`src/rtl/riscv_pipe_pkg.sv`:
```
// Shared pipeline constants: forwarding-mux select codes, x0 address and the
// destination-tracker entry carried through EX/MEM/WB.
package riscv_pipe_pkg;

  localparam int RV_REG_ADDR_W = 5;

  localparam logic [1:0] FWD_RF    = 2'b00;
  localparam logic [1:0] FWD_EXMEM = 2'b01;
  localparam logic [1:0] FWD_MEMWB = 2'b10;
  localparam logic [1:0] FWD_RSVD  = 2'b11;

  localparam logic [RV_REG_ADDR_W-1:0] REG_X0 = '0;

  typedef struct packed {
    logic                     v;
    logic [RV_REG_ADDR_W-1:0] rd;
    logic                     rw;
    logic                     mr;
  } trk_entry_t;

  // An entry only produces a forwardable value if it is live, writes, and is not x0.
  function automatic logic is_writer(trk_entry_t e);
    return e.v & e.rw & (e.rd != REG_X0);
  endfunction

endpackage

```
`src/rtl/fwd_hazard_unit_if.sv`:
```
// ID-stage request / EX-stage select bundle between the pipeline (master)
// and the forwarding/hazard unit (slave).
interface fwd_hazard_unit_if #(
  parameter int REG_ADDR_W = 5,
  parameter int CNT_W      = 32
);
  logic                  id_valid;
  logic [REG_ADDR_W-1:0] id_rs1;
  logic [REG_ADDR_W-1:0] id_rs2;
  logic                  id_use_rs1;
  logic                  id_use_rs2;
  logic [REG_ADDR_W-1:0] id_rd;
  logic                  id_regwrite;
  logic                  id_memread;
  logic                  ex_flush;
  logic [1:0]            fwd_a_sel;
  logic [1:0]            fwd_b_sel;
  logic                  stall;
  logic [CNT_W-1:0]      stall_count;

  modport master (
    output id_valid, id_rs1, id_rs2, id_use_rs1, id_use_rs2,
           id_rd, id_regwrite, id_memread, ex_flush,
    input  fwd_a_sel, fwd_b_sel, stall, stall_count
  );

  modport slave (
    input  id_valid, id_rs1, id_rs2, id_use_rs1, id_use_rs2,
           id_rd, id_regwrite, id_memread, ex_flush,
    output fwd_a_sel, fwd_b_sel, stall, stall_count
  );
endinterface

```
`src/rtl/hazard_dst_track.sv`:
```
// Three-entry EX/MEM/WB destination shift register; a bubble replaces the
// ID instruction on its way into EX.
module hazard_dst_track
  import riscv_pipe_pkg::*;
(
  input  logic       clk,
  input  logic       rst_n,
  input  logic       i_bubble,
  input  trk_entry_t i_id,
  output trk_entry_t o_ex,
  output trk_entry_t o_mem,
  output trk_entry_t o_wb
);

  localparam trk_entry_t BUBBLE = '0;

  trk_entry_t r_stage [3];

  always_ff @(posedge clk or negedge rst_n) begin
    if (!rst_n) begin
      r_stage[0] <= BUBBLE;
      r_stage[1] <= BUBBLE;
      r_stage[2] <= BUBBLE;
    end else begin
      r_stage[0] <= i_bubble ? BUBBLE : i_id;
      r_stage[1] <= r_stage[0];
      r_stage[2] <= r_stage[1];
    end
  end

  assign o_ex  = r_stage[0];
  assign o_mem = r_stage[1];
  assign o_wb  = r_stage[2];

endmodule

```
`src/rtl/fwd_hazard_unit.sv`:
```
// EX-stage forwarding selects and load-use stall for the 5-stage RV32 pipeline.
// Optional stall performance counter: define HAZARD_PERF_CNT_EN.
module fwd_hazard_unit
  import riscv_pipe_pkg::*;
#(
  parameter int REG_ADDR_W = RV_REG_ADDR_W,
  parameter int CNT_W      = 32
) (
  input  logic               clk,
  input  logic               rst_n,
  fwd_hazard_unit_if.slave   bus
);

  trk_entry_t            w_id;
  trk_entry_t            w_ex;
  trk_entry_t            w_mem;
  trk_entry_t            w_wb;
  logic                  w_stall;
  logic                  w_bubble;
  logic                  w_hit_ex;
  logic [REG_ADDR_W-1:0] w_rs1;
  logic [REG_ADDR_W-1:0] w_rs2;
  logic [1:0]            r_fwd_a_sel;
  logic [1:0]            r_fwd_b_sel;
  logic                  w_unused_wb;

  assign w_rs1 = bus.id_rs1;
  assign w_rs2 = bus.id_rs2;

  assign w_id.v  = bus.id_valid;
  assign w_id.rd = bus.id_rd;
  assign w_id.rw = bus.id_regwrite;
  assign w_id.mr = bus.id_memread;

  hazard_dst_track u_track (
    .clk      (clk),
    .rst_n    (rst_n),
    .i_bubble (w_bubble),
    .i_id     (w_id),
    .o_ex     (w_ex),
    .o_mem    (w_mem),
    .o_wb     (w_wb)
  );

  // WB producers reach ID through the register file, so only ex/mem are compared.
  assign w_unused_wb = ^{w_wb, w_mem.mr};

  function automatic logic [1:0] fwd_sel(logic use_rs, logic [REG_ADDR_W-1:0] rs,
                                         trk_entry_t ex, trk_entry_t mem);
    if (!use_rs)                         return FWD_RF;
    if (is_writer(ex)  && rs == ex.rd)   return FWD_EXMEM;
    if (is_writer(mem) && rs == mem.rd)  return FWD_MEMWB;
    return FWD_RF;
  endfunction

  assign w_hit_ex = (bus.id_use_rs1 && w_rs1 == w_ex.rd) ||
                    (bus.id_use_rs2 && w_rs2 == w_ex.rd);

  // A flush kills the consumer, so it overrides any load-use condition.
  assign w_stall  = bus.id_valid && !bus.ex_flush && is_writer(w_ex) && w_ex.mr && w_hit_ex;
  assign w_bubble = w_stall || bus.ex_flush || !bus.id_valid;

  always_ff @(posedge clk or negedge rst_n) begin
    if (!rst_n) begin
      r_fwd_a_sel <= FWD_RF;
      r_fwd_b_sel <= FWD_RF;
    end else begin
      r_fwd_a_sel <= w_bubble ? FWD_RF : fwd_sel(bus.id_use_rs1, w_rs1, w_ex, w_mem);
      r_fwd_b_sel <= w_bubble ? FWD_RF : fwd_sel(bus.id_use_rs2, w_rs2, w_ex, w_mem);
    end
  end

  assign bus.fwd_a_sel = r_fwd_a_sel;
  assign bus.fwd_b_sel = r_fwd_b_sel;
  assign bus.stall     = w_stall;

`ifdef HAZARD_PERF_CNT_EN
  logic [CNT_W-1:0] r_stall_count;

  always_ff @(posedge clk or negedge rst_n) begin
    if (!rst_n) begin
      r_stall_count <= '0;
    end else if (w_stall && (r_stall_count != {CNT_W{1'b1}})) begin
      r_stall_count <= r_stall_count + {{(CNT_W-1){1'b0}}, 1'b1};
    end
  end

  assign bus.stall_count = r_stall_count;
`else
  assign bus.stall_count = '0;
`endif

endmodule

```
`src/flat_wrapper.sv`:
```
// flat-port wrapper written by rule: the top's interface ports become plain ports
module fwd_hazard_unit_flat import riscv_pipe_pkg::*;
#(
  parameter int REG_ADDR_W = RV_REG_ADDR_W,
  parameter int CNT_W      = 32
)
  (clk, rst_n, bus_id_valid, bus_id_rs1, bus_id_rs2, bus_id_use_rs1, bus_id_use_rs2, bus_id_rd, bus_id_regwrite, bus_id_memread, bus_ex_flush, bus_fwd_a_sel, bus_fwd_b_sel, bus_stall, bus_stall_count);
  fwd_hazard_unit_if #(.REG_ADDR_W(REG_ADDR_W), .CNT_W(CNT_W)) bus_i ();
  input  logic clk;
  input  logic rst_n;
  input wire logic [$bits(bus_i.id_valid)-1:0] bus_id_valid;
  input wire logic [$bits(bus_i.id_rs1)-1:0] bus_id_rs1;
  input wire logic [$bits(bus_i.id_rs2)-1:0] bus_id_rs2;
  input wire logic [$bits(bus_i.id_use_rs1)-1:0] bus_id_use_rs1;
  input wire logic [$bits(bus_i.id_use_rs2)-1:0] bus_id_use_rs2;
  input wire logic [$bits(bus_i.id_rd)-1:0] bus_id_rd;
  input wire logic [$bits(bus_i.id_regwrite)-1:0] bus_id_regwrite;
  input wire logic [$bits(bus_i.id_memread)-1:0] bus_id_memread;
  input wire logic [$bits(bus_i.ex_flush)-1:0] bus_ex_flush;
  output wire logic [$bits(bus_i.fwd_a_sel)-1:0] bus_fwd_a_sel;
  output wire logic [$bits(bus_i.fwd_b_sel)-1:0] bus_fwd_b_sel;
  output wire logic [$bits(bus_i.stall)-1:0] bus_stall;
  output wire logic [$bits(bus_i.stall_count)-1:0] bus_stall_count;
  assign bus_i.id_valid = bus_id_valid;
  assign bus_i.id_rs1 = bus_id_rs1;
  assign bus_i.id_rs2 = bus_id_rs2;
  assign bus_i.id_use_rs1 = bus_id_use_rs1;
  assign bus_i.id_use_rs2 = bus_id_use_rs2;
  assign bus_i.id_rd = bus_id_rd;
  assign bus_i.id_regwrite = bus_id_regwrite;
  assign bus_i.id_memread = bus_id_memread;
  assign bus_i.ex_flush = bus_ex_flush;
  assign bus_fwd_a_sel = bus_i.fwd_a_sel;
  assign bus_fwd_b_sel = bus_i.fwd_b_sel;
  assign bus_stall = bus_i.stall;
  assign bus_stall_count = bus_i.stall_count;
  fwd_hazard_unit #(.REG_ADDR_W(REG_ADDR_W), .CNT_W(CNT_W)) u_core (.clk(clk), .rst_n(rst_n), .bus(bus_i));
endmodule
```
`config.mk`:
```
export PLATFORM = sky130hd
export DESIGN_NAME = fwd_hazard_unit_flat
export DESIGN_NICKNAME = d
export VERILOG_FILES = /design/src/rtl/riscv_pipe_pkg.sv /design/src/rtl/fwd_hazard_unit_if.sv /design/src/rtl/hazard_dst_track.sv /design/src/rtl/fwd_hazard_unit.sv /design/src/flat_wrapper.sv
export SDC_FILE = /design/constraint.sdc
export NUM_CORES = 1
export LEC_CHECK = 0
export BUFFER_PORTS_ARGS = -buffer_cell sky130_fd_sc_hd__buf_4
export CAP_MARGIN = 0
export CORE_UTILIZATION = 48
export CTS_CLUSTER_DIAMETER = 50
export DETAILED_ROUTE_END_ITERATION = 6
export PLACE_DENSITY_LB_ADDON = 0.08
export REMOVE_ABC_BUFFERS = 1
export SYNTH_ARGS = -nofsm -noshare
export SYNTH_HDL_FRONTEND = slang
export SYNTH_SLANG_ARGS = --single-unit
```
`constraint.sdc`:
```
create_clock -name clk -period 3.6 [get_ports clk]
set_input_delay 0.18 -clock clk [delete_from_list [all_inputs] [get_ports clk]]
set_output_delay 0.18 -clock clk [all_outputs]
set_load 0.05 [all_outputs]
```
### After elaboration in Yosys (flattened, before gate mapping)

Cells that the tools add are included.

| word-level totals | value |
|---|---|
| flip-flop bits (word level) | 19 |
| input bits | 23 |

| operators by class | value |
|---|---|
| equal/unequal tests | 4 |
| muxes and demuxes | 25 |
| bitwise gates (word level) | 4 |
| reductions and logical operators | 17 |

Operators by type and width:

| operator | count |
|---|---|
| two-way mux 2 bit | 14 |
| equality test 5 bit | 4 |
| logical AND 1 bit | 10 |
| two-way mux 1 bit | 10 |
| nonzero test 5 bit | 2 |
| two-way mux 8 bit | 1 |
| AND 1 bit | 4 |
| logical OR 1 bit | 3 |
| zero test 1 bit | 2 |

### Longest topological paths before layout

Gate-level depths: netlist of run 1.

| depth | value |
|---|---|
| word-level depth | 11 |
| depth in mapped cells | 5 |

### Modules after synthesis

From an unflattened synthesis of run 1, not the netlist that was laid out.

| unflattened totals | value |
|---|---|
| cells, all modules | 116 |
| area total of the unflattened synthesis | 1361.3 um^2 |

Modules (own cells, without submodules):

| module | times used | cells an instance | area an instance (um^2) | seq. area each (um^2) |
|---|---|---|---|---|
| fwd_hazard_unit | 1 | 84 | 710.7 | 100.1 |
| hazard_dst_track | 1 | 32 | 650.6 | 600.6 |

### Worst setup path before layout of run 1

No wires, ideal clock.

| timing path | value |
|---|---|
| path type | reg-to-output |
| start | register u_core.u_track.r_stage, in the netlist u_core.u_track.o_ex[4] |
| end | output port bus_stall |
| arrival | 3.414 ns |
| required time | 3.420 ns |
| slack | 0.006 ns |
| cell stages (with the launch flop) | 5 |
| buffers on the path | 0 |
| cell sequence | dfrtp_1 xor2_1 nor3_1 nand3_1 a2111oi_0 |

| between the ends | value |
|---|---|
| word-level cells in the longest chain between the ends | 5 |
| elaborated cells between the ends (all ways) | 10 |
| classes of those cells | eq/ne: 2; bitwise: 1; reduce/logical: 7 |

RTL lines:

| item | RTL line | RTL |
|---|---|---|
| start, declared | hazard_dst_track.sv:17 | `trk_entry_t r_stage [3];` |
| nonzero test 5 bit | riscv_pipe_pkg.sv:23 | `return e.v & e.rw & (e.rd != REG_X0);` |
| AND 1 bit | riscv_pipe_pkg.sv:23 |  |
| logical AND 1 bit (2 in series) | fwd_hazard_unit.sv:60 | `assign w_stall = bus.id_valid && !bus.ex_flush && is_writer(w_ex) && w_ex.mr && w_hit_ex;` |
| logical AND 1 bit * | fwd_hazard_unit.sv:60 |  |
| end, declared | flat_wrapper.sv:22 | `output wire logic [$bits(bus_i.stall)-1:0] bus_stall;` |

Mark *: on every way between the ends. The rest lies on a longest branch, timed or not.

### Final worst setup path of run 1

Ends and elaborated chain as after synthesis.

==> impl_results.md, run 1 <==
* Post-layout util at 57.9%
* Final non-filler cell total at 174
* Area of the multi-input gates at 522 um2
* DP HPWL at 1.55 mm
* PnR worst setup slack at approximately 1.3 ns
* PD cells at 361 mW/mm2
* Crit-path leading delay family: simple AND/OR/NAND/NOR gates
* Min-Delay Path Class: input pin to flop
* Seq/Total Area, Yosys at 42.0%
* Leading cell type in the layout, fill and taps excluded: conb_1
* GP Congestion at ~0.84
* Initial DRC Count at 9
* WP data required at 3.42 ns
* Die area at 0.00256 mm2
* Crit path buf inv count at 1
* RSZ-0062 raised after global routing: no
* TritonCTS clock tree: built
* Clock buffer depth at 2
* Share of post-route cells with drive strength above 1 at 24.0%
* Cell variety after synth at 23
* Setup TNS at 0 ns
* Commonest non-fill, non-tap cells in the layout: conb_1, buf_4, dfrtp_1
* Global-route wire length before repair at 3.14 mm
* Number of remaining DRC errors at 0
* Yosys warnings at 0
* Final Setup Violations at 0
* Largest stage delay on the critical path at 0.47 ns
* Arr. time, crit path at between 2 and 2.5 ns
* Vias in the first global route at 708
* CTS Root Cell: clkbuf_4
* Startpoint Class: flop
* Overall power at 463 uW
* Worst-path fanout max at 4
* GRT Util Overall at 16.8%
* Largest net degree at the start of global routing at 20
* Die height at a little over 50 um
* Max Freq at roughly 430 MHz
* Worst slack at placement at around 1.6 ns
* Placed insts at 169
* CP Capture Type: output port
* Die width at about 50 um
* Site Rows at 17
* Post-DR wirelength/cell at 11.1 um
* FF-to-FF Start: u_core.u_track.o_ex[4]
* Final Hold Fails at 0
* H-tree levels at 1
* Area Growth Syn to Fin at 13.0%
* Max Slew Vio Count at 0
* Synth Flop Type: dfrtp_1
* Fin crit share at 64.6%
* Overflow after GRT at 0
* Clk Latency, worst-skew pair at 0.29 ns
* Buffers inserted by post-CTS timing repair at 0
* Async SR Flop Fraction at 100%
* Cell with the largest stage delay on the worst path: a2111oi_0
* MaxCap Viol Count at 0
* Antenna Nets Post-Route at 0
* Slew @ Worst Pin at 0.542 ns
* Rel. slew slack at a little under two thirds
* Nets@finish at 170
* Post-synth EDFFs at 0
* Final min period at 2.32 ns
* Initial Util at 51.2%
* Lkg Pwr at 0.695 nW
* Post-synthesis register bit count at 19
* CP cell instances: xor2_1 -> nor3_1 -> nand3_1 -> a2111oi_0 -> buf_4
* CTS sink count at 19
* Final wirelength at between 1.5 and 2 mm
* Clock Skews at about 0.0038 ns
* Inserted Clock Buffers at 3
* Vias per cell at 4.48
* Core ar. at 0.00221 mm2
* Initial antenna violation count at 0
* Hold path start: bus_id_regwrite
* Mapped cell area at 0.00113 mm2
* Clock-pin slew on the worst setup and hold paths at 0.11 ns
* Crit Path Class: flop to output port
* Vias at 780
* Storage cell area at 475 um2
* Fillers at 213
* First drt pass iteration count at 4
* CP startpoint: u_core.u_track.o_ex[4]
* Num ports at 60
* Avg Inst Size Synth at approximately 10 um2
* VDD IR max at 0.000207 V
* Port Buffer Count at 27
* Syn Inst Count at about 120
* Antenna diodes at 0
* Status: finished, final reports clean
==> kinds of logic after synthesis <==
group	synth area share, %
other cells	0.331
xor+xnor	15.5
compound gates	5.97
buf+inv	22.2
simple gates	14.0
flops	42.0
==> path summary, 6_finish.rpt <==
| check | to | slack [ns] | cells after the start |
|---|---|---|---|
| setup / recovery | bus_stall | 1.28 | 5 |
| min in group asynchronous | u_core.u_track.o_mem[6] | 0.29 | 2 |
| max in group asynchronous | u_core.u_track.o_ex[6] | 3.11 | 2 |
| hold reg to reg | u_core.u_track.o_mem[7] | 0.41 | 0 |
| setup reg to reg | u_core.u_track.o_ex[6] | 1.73 | 5 |
| hold / removal | u_core.u_track.o_ex[1] | 0.09 | 3 |
==> Yosys cell counts (2+ instances only) <==
cell type,instances,area (um2)
buf_4,32,240
dfrtp_1,19,475
xor2_1,18,158
nor2_1,10,37.5
nand2_1,9,33.8
nand3_1,4,20.0
nor4_1,4,25.0
a211oi_1,2,15.0
o21ai_0,2,10.0
or4_1,2,15.0
xnor2_1,2,17.5
==> per-stage QoR <==
step	hold slack (ns)	area (um2)
global placement	0.0662	1240
floorplan	-0.116	1000
global route	0.0806	1280
finish	0.0885	1280
CTS	0.0841	1280
detailed placement	0.0661	1240
==> layout make-up <==
type | instances | share of cell area, %
Sequential cell | 19 | 37.1
Multi-Input combinational cell | 93 | 40.8
Clock inverter | 1 | 0.391
Timing Repair Buffer | 28 | 16.6
Clock buffer | 3 | 1.76
Tap cell | 28 | 2.74
Inverter | 2 | 0.587
==> worst register-to-register path, stage by stage, from the launching register on <==
cell      delay [ns]
dfrtp_1         0.45
xor2_1          0.18
nor3_1          0.27
nand3_1         0.20
a211oi_2        0.51
nor2_1          0.13
==> power breakdown <==
group / total, mW / leakage, nW / switching [mW] / internal [mW]
registers: 0.227 / 0.257 / 0.00666 / 0.220
logic: 0.129 / 0.421 / 0.0991 / 0.0296
clock network: 0.107 / 0.0177 / 0.0660 / 0.0413
==> flip-flops by register name (all words and copies together) (netlist names) <==
register              flops
u_core.u_track.o_ex       8
u_core.u_track.o_mem      7
u_core.bus.fwd_a_sel      2
u_core.bus.fwd_b_sel      2
==> what timing repair did <==
action                     CTS  global route
hold buffers                 1             0
hold endpoints to repair    19             0
resized for setup            0             0
setup endpoints to repair    0             0
==> metal layers <==
layer / up-vias / track usage, % / routed length (um)
met3: 2 / 1.82 / 154
met5: - / 0 / 0
met1: 358 / 22.0 / 814
met2: 44 / 27.6 / 947
li1: 376 / - / -
met4: 0 / 8.33 / 16
Power figures use the tool's default switching activity.
==> run 2: changes to the inputs <==
- CORE_UTILIZATION: 48 -> 44
- clock period: 3.6 -> 2.2 ns (I/O delays scaled with it)
==> run 2 against run 1 <==
Effect of this change:
- sequential power up 63%
- sequential cell count unchanged
- clock power up 60%
- wire length up 4.5%
- clock skew up 0.0023 ns
- non-clock buffer count unchanged
- die area up 8.7%
- critical path depth unchanged
- largest cell class unchanged
- largest power group unchanged
==> impl_results.md, run 2 (synthesized netlist as in run 1, its figures left out) <==
* Buffers inserted by post-CTS timing repair at 0 (unchanged)
* Initial antenna violation count at 0 (unchanged)
* Placed Area at 0.00124 mm2 (+0.20%)
* Final Setup Violations at 0 (unchanged)
* Status: finished, final reports clean
* FF-to-FF path depth at 5 (unchanged)
* Site Rows at 18 (+1)
* Max reg flops at 8 (unchanged)
* Largest stage delay on the critical path at 0.44 ns (-0.03 ns)
* Antenna diodes at 0 (unchanged)
* Worst-path fanout max at 4 (unchanged)
* Hold Path End: u_core.u_track.o_ex[1]
* Vias at 772 (-1.0%)
* Nets@finish at 170 (unchanged)
* Met3 wire length at 124 um (-19%)
* Final Instance Area at 0.00130 mm2 (+1.9%)
* CTS Root Cell: clkbuf_4
* Inserted Clock Buffers at 3 (unchanged)
* Overall power at 756 uW (+64%)
* PnR worst setup slack at 0.127 ns (-1.15 ns)
* Crit Path Class: flop to output port
* Hold path start: bus_id_regwrite
* Clk Latency, worst-skew pair at 0.29 ns (about the same)
* Commonest non-fill, non-tap cells in the layout: conb_1, buf_4, dfrtp_1
* Clock buffer depth at 2 (unchanged)
* Vias in the first global route at 663 (-6.4%)
* Number of remaining DRC errors at 0 (unchanged)
* Slew @ Worst Pin at 0.577 ns (+0.0344 ns)
* Initial Util at 46.1% (-5.1 points)
* Cell with the largest stage delay on the worst path: dfrtp_1
* Lkg Pwr at 0.697 nW (+0.21%)
* Final non-filler cell total at 176 (+1.1%)
* PD cells at 580 mW/mm2 (+61%)
* WHS Path Cells at 3 (unchanged)
* Leading cell type in the layout, fill and taps excluded: conb_1
* Die width at 52.7 um (+4.3%)
* CP cell instances: xor2_1 -> nor3_2 -> nand3_2 -> a2111oi_2 -> buf_4
* Max Slew Vio Count at 0 (unchanged)
* Die height at 52.7 um (+4.3%)
* Metal2 WL at 973 um (+2.7%)
* Core ar. at 0.00245 mm2 (+11%)
* Clock Skews at 0.00611 ns (+0.00231 ns)
* VDD IR max at 0.000385 V (+86%)
* Rel. slew slack at 61.5% (-2.3 points)
* Die area at 0.00278 mm2 (+8.7%)
* Placed insts at 171 (+1.2%)
* Area of the multi-input gates at 543 um2 (+4.1%)
* TritonCTS clock tree: built
* H-tree levels at 1 (unchanged)
* Final Hold Fails at 0 (unchanged)
* Fin crit share at between 90% and 100%
* Area Growth Syn to Fin at 15.1%
* Top layer in use: met4
* Share of post-route cells with drive strength above 1 at 26.7% (+2.7 points)
* GP Congestion at 0.867 (+3.0%)
* Max Freq at between 400 and 500 MHz
* Initial DRC Count at 17 (+8)
* Overflow after GRT at 0 (unchanged)
* Clock-pin slew on the worst setup and hold paths at 0.11 ns (about the same)
* Vias per cell at 4.39 (-2.2%)
* Worst slack at placement at 0.313 ns (-1.31 ns)
* Min-Delay Path Class: input pin to flop
* Post-DR wirelength/cell at 11.5 um (+3.3%)
* Setup TNS at 0 ns (unchanged)
* Antenna Nets Post-Route at 0 (unchanged)
* First drt pass iteration count at 4 (unchanged)
* Storage cell area at 475 um2 (unchanged)
* Final wirelength at 2.02 mm (+4.5%)
* WP data required at 2.09 ns (-1.33 ns)
* Arr. time, crit path at 1.96 ns (-0.18 ns)
* Reg2Reg Capture Point: u_core.u_track.o_ex[6]
* WL met1 at 904 um (+11%)
* CP Capture Type: output port
* MaxCap Viol Count at 0 (unchanged)
* Largest net degree at the start of global routing at 20 (unchanged)
* Startpoint Class: flop
* FF-to-FF setup slack at 0.35 ns (-1.38 ns)
* Final min period at between 2 and 2.5 ns
* CTS sink count at 19 (unchanged)
* FF-to-FF Start: u_core.u_track.o_ex[5]
* Fillers at 236 (+11%)
* Num ports at 60 (unchanged)
* DP HPWL at 1.58 mm (+1.9%)
* GRT Util Overall at 15.5% (-1.3 points)
* Port Buffer Count at 27 (unchanged)
* Global-route wire length before repair at 3.04 mm (-3.3%)
run 2: critical path, delay by kind of cell (launching register included):
family	cells	cell delay (ns)
buffers and inverters	1	0.26
AND/OR/NAND/NOR	2	0.40
AO/OA/AOI/OAI	1	0.39
flip-flops	1	0.44
XOR/XNOR	1	0.19
run 2: metrics by stage:
step	utilization, %	hold slack [ns]
floorplan	-	-0.186
global placement	50.7	-0.00511
detailed placement	50.7	-0.00687
CTS	52.3	0.0117
global route	53.1	0.00865
finish	53.1	0.0209
run 2: worst max-delay path by stage:
stage,startpoint,to,slack (ns),cells after the start
after global placement,u_core.u_track.o_ex[4],bus_stall,0.40,5
after CTS,u_core.u_track.o_ex[5],bus_stall,0.01,5
after detailed placement,u_core.u_track.o_ex[4],bus_stall,0.31,5
after floorplan,u_core.u_track.o_ex[4],bus_stall,-1.32,4
after global routing,u_core.u_track.o_ex[2],bus_stall,-0.003,5
final,u_core.u_track.o_ex[5],bus_stall,0.13,5
run 2: timing repair:
item,4_1_cts,5_1_grt
hold buffers,1,0
gates cloned,0,0
hold endpoints to repair,19,0
gates resized for setup,1,4
setup endpoints to repair,1,1
pin swaps,0,0
run 2: power by group:
part / total [mW] / switching (mW) / internal [mW]
clock: 0.171 / 0.103 / 0.0675
combinational: 0.215 / 0.166 / 0.0490
sequential: 0.371 / 0.0112 / 0.360
total: 0.756 / 0.280 / 0.477
run 2: layer usage:
metal / track usage (%) / vias up
met5: 0 / -
met4: 7.89 / 0
met3: 2.03 / 2
met2: 24.5 / 42
met1: 20.6 / 351
li1: - / 377
run 2: layout make-up:
| class | instances | share of cell area, % |
|---|---|---|
| Clock inverter | 1 | 0.384 |
| Inverter | 2 | 0.576 |
| Sequential cell | 19 | 36.5 |
| Multi-Input combinational cell | 93 | 41.7 |
| Timing Repair Buffer | 28 | 16.3 |
| Tap cell | 30 | 2.88 |
| Clock buffer | 3 | 1.73 |
==> run 3: changes to the inputs <==
- RECOVER_POWER: not set -> 100
==> run 3 against run 2 <==
Effect of this change:
- final cell count unchanged
- non-clock buffer count unchanged
- first-iteration DRC count decreased by 24%
- sequential cell count unchanged
- via count unchanged
- hold slack about the same
- critical endpoint unchanged
- largest cell class unchanged
==> impl_results.md, run 3 (synthesized netlist as in run 1, its figures left out) <==
* Max Freq at 484 MHz (+0.25%)
* Clk Latency, worst-skew pair at 0.29 ns (about the same)
* Met2 usage at 24.5% (unchanged)
* Crit Path Class: flop to output port
* Initial DRC Count at 13 (-4)
* Global-route wire length before repair at 3.04 mm (unchanged)
* PD cells at 587 mW/mm2 (+1.3%)
* Final min period at 2.07 ns (-0.00513 ns)
* Met3 Use GR at 2.03% (unchanged)
* Core ar. at 0.00245 mm2 (unchanged)
* Overflow after GRT at 0 (unchanged)
* Vias in the first global route at 663 (unchanged)
* MaxCap Viol Count at 0 (unchanged)
* WP data required at 2.09 ns (about the same)
* Min-Delay Path Class: input pin to flop
* Slew @ Worst Pin at 0.989 ns (+0.412 ns)
* Storage cell area at 475 um2 (unchanged)
* Clock buffer depth at 2 (unchanged)
* DP HPWL at 1.58 mm (unchanged)
* Final Setup Violations at 0 (unchanged)
* Hold_ws at 0.0211 ns (+0.000246 ns)
* Port Buffer Count at 27 (unchanged)
* First drt pass iteration count at 2 (-2)
* Number of remaining DRC errors at 0 (unchanged)
* Fillers at 238 (+0.85%)
* Final Instance Area at 0.00128 mm2 (-1.4%)
* Commonest non-fill, non-tap cells in the layout: conb_1, buf_4, dfrtp_1
* CP Capture Point: bus_stall
* Final Hold Fails at 0 (unchanged)
* CTS sink count at 19 (unchanged)
* Startpoint Class: flop
* Max reg flops at 8 (unchanged)
* VDD IR max at 0.000384 V (-0.24%)
* Placed Area at 0.00124 mm2 (unchanged)
* FF-to-FF Start: u_core.u_track.o_ex[4]
* Die area at 0.00278 mm2 (unchanged)
* Site Rows at 18 (unchanged)
* Antenna Nets Post-Route at 0 (unchanged)
* Setup TNS at 0 ns (unchanged)
* TritonCTS clock tree: built
* Share of post-route cells with drive strength above 1 at 22.6% (-4.1 points)
* Worst-path fanout max at 4 (unchanged)
* Vias at 772 (unchanged)
* CP cell instances: xor2_1 -> nor3_2 -> nand3_2 -> a2111oi_2 -> buf_4
* Area Growth Syn to Fin at 13.5%
* Nets@finish at 170 (unchanged)
* Top Usage Layer GRT: met2
* Largest net degree at the start of global routing at 20 (unchanged)
* Die height at 52.7 um (unchanged)
* Initial antenna violation count at 0 (unchanged)
* FF-to-FF path depth at 5 (unchanged)
* Placed insts at 171 (unchanged)
* GRT Util Overall at 15.5% (unchanged)
* Reg2Reg Capture Point: u_core.u_track.o_ex[6]
* Rel. slew slack at 34.1% (-27 points)
* Final wirelength at 2.02 mm (unchanged)
* Post-DR wirelength/cell at 11.5 um (unchanged)
* Antenna diodes at 0 (unchanged)
* Largest stage delay on the critical path at 0.44 ns (about the same)
* H-tree levels at 1 (unchanged)
* Inserted Clock Buffers at 3 (unchanged)
* Lkg Pwr at 0.671 nW (-3.7%)
* Area of the multi-input gates at 543 um2 (unchanged)
* Arr. time, crit path at 1.96 ns (about the same)
* Crit-path leading delay family: flip-flops
* Crit path buf inv count at 1 (unchanged)
* CP Capture Type: output port
* Initial Util at 46.1% (unchanged)
* CTS Root Cell: clkbuf_4
* CP startpoint: u_core.u_track.o_ex[5]
* Post-layout util at 52.3% (-0.76 points)
* Vias per cell at 4.39 (unchanged)
* Cell with the largest stage delay on the worst path: dfrtp_1
* Max Slew Vio Count at 0 (unchanged)
* Num ports at 60 (unchanged)
* GP Congestion at 0.867 (unchanged)
* Die width at 52.7 um (unchanged)
* Leading cell type in the layout, fill and taps excluded: conb_1
* Final non-filler cell total at 176 (unchanged)
* FF-to-FF setup slack at 0.34 ns (about the same)
* Clock Skews at 0.00571 ns (-0.000400 ns)
* Worst path depth at 5 (unchanged)
* Status: finished, final reports clean
* Fin crit share at 94.0% (-0.23 points)
* Clock-pin slew on the worst setup and hold paths at 0.11 ns (about the same)
* Grt met1 use at 20.6% (unchanged)
==> run 3: cell types whose count changed in the layout (fill, tap and decap cells not counted) <==
| cell | change |
|---|---|
| buf_4 | -5 |
| clkbuf_1 | +5 |
| clkinv_1 | +1 |
| inv_2 | -1 |
==> run 3: metal layers <==
metal  wire length (um)  part of all wire (%)
met4                 14                  0.69
met5                  0                     0
met2                983                    49
met1                902                    45
met3                118                   5.8
==> run 3: worst min-delay path, stage by stage <==
cell	delay, ns
buf_4	0.11
nand2_1	0.04
nor2_1	0.03
==> run 3: power by group <==
group / internal, mW / total, mW / switching (mW)
combinational: 0.0482 / 0.213 / 0.165
clock: 0.0676 / 0.170 / 0.103
sequential: 0.360 / 0.371 / 0.0113
total: 0.476 / 0.755 / 0.279
==> run 3: final cells by class <==
class	count	share of cell area, %
Inverter	2	0.584
Tap cell	30	2.92
Timing Repair Buffer	28	15.1
Clock inverter	1	0.389
Clock buffer	3	1.75
Multi-Input combinational cell	93	42.3
Sequential cell	19	37.0
==> run 3: worst min path at each step <==
stage,from,to,slack (ns),depth (start not counted)
6_report,bus_id_regwrite,u_core.u_track.o_ex[1],0.02,3
3_5_place_dp,rst_n,u_core.bus.fwd_b_sel[1],-0.007,1
5_1_grt,bus_id_rd[3],u_core.u_track.o_ex[5],0.009,3
3_3_place_gp,rst_n,u_core.bus.fwd_a_sel[1],-0.005,1
2_1_floorplan,rst_n,u_core.bus.fwd_a_sel[0],-0.19,0
4_1_cts,bus_id_regwrite,u_core.u_track.o_ex[1],0.01,3
==> run 3: what timing repair did <==
action / in CTS / in global routing
endpoints found under the hold margin: 19 / 0
setup endpoints to repair: 1 / 1
gates cloned: 0 / 0
setup buffers: 0 / 0
resized for setup: 1 / 4
hold buffers: 1 / 0
==> run 3: stage by stage <==
step / power (mW) / worst slack (ns)
2_1_floorplan: 0.533 / -1.32
3_3_place_gp: 0.586 / 0.400
6_report: 0.755 / 0.132
3_5_place_dp: 0.587 / 0.313
5_1_grt: 0.795 / -0.00297
4_1_cts: 0.758 / 0.0104
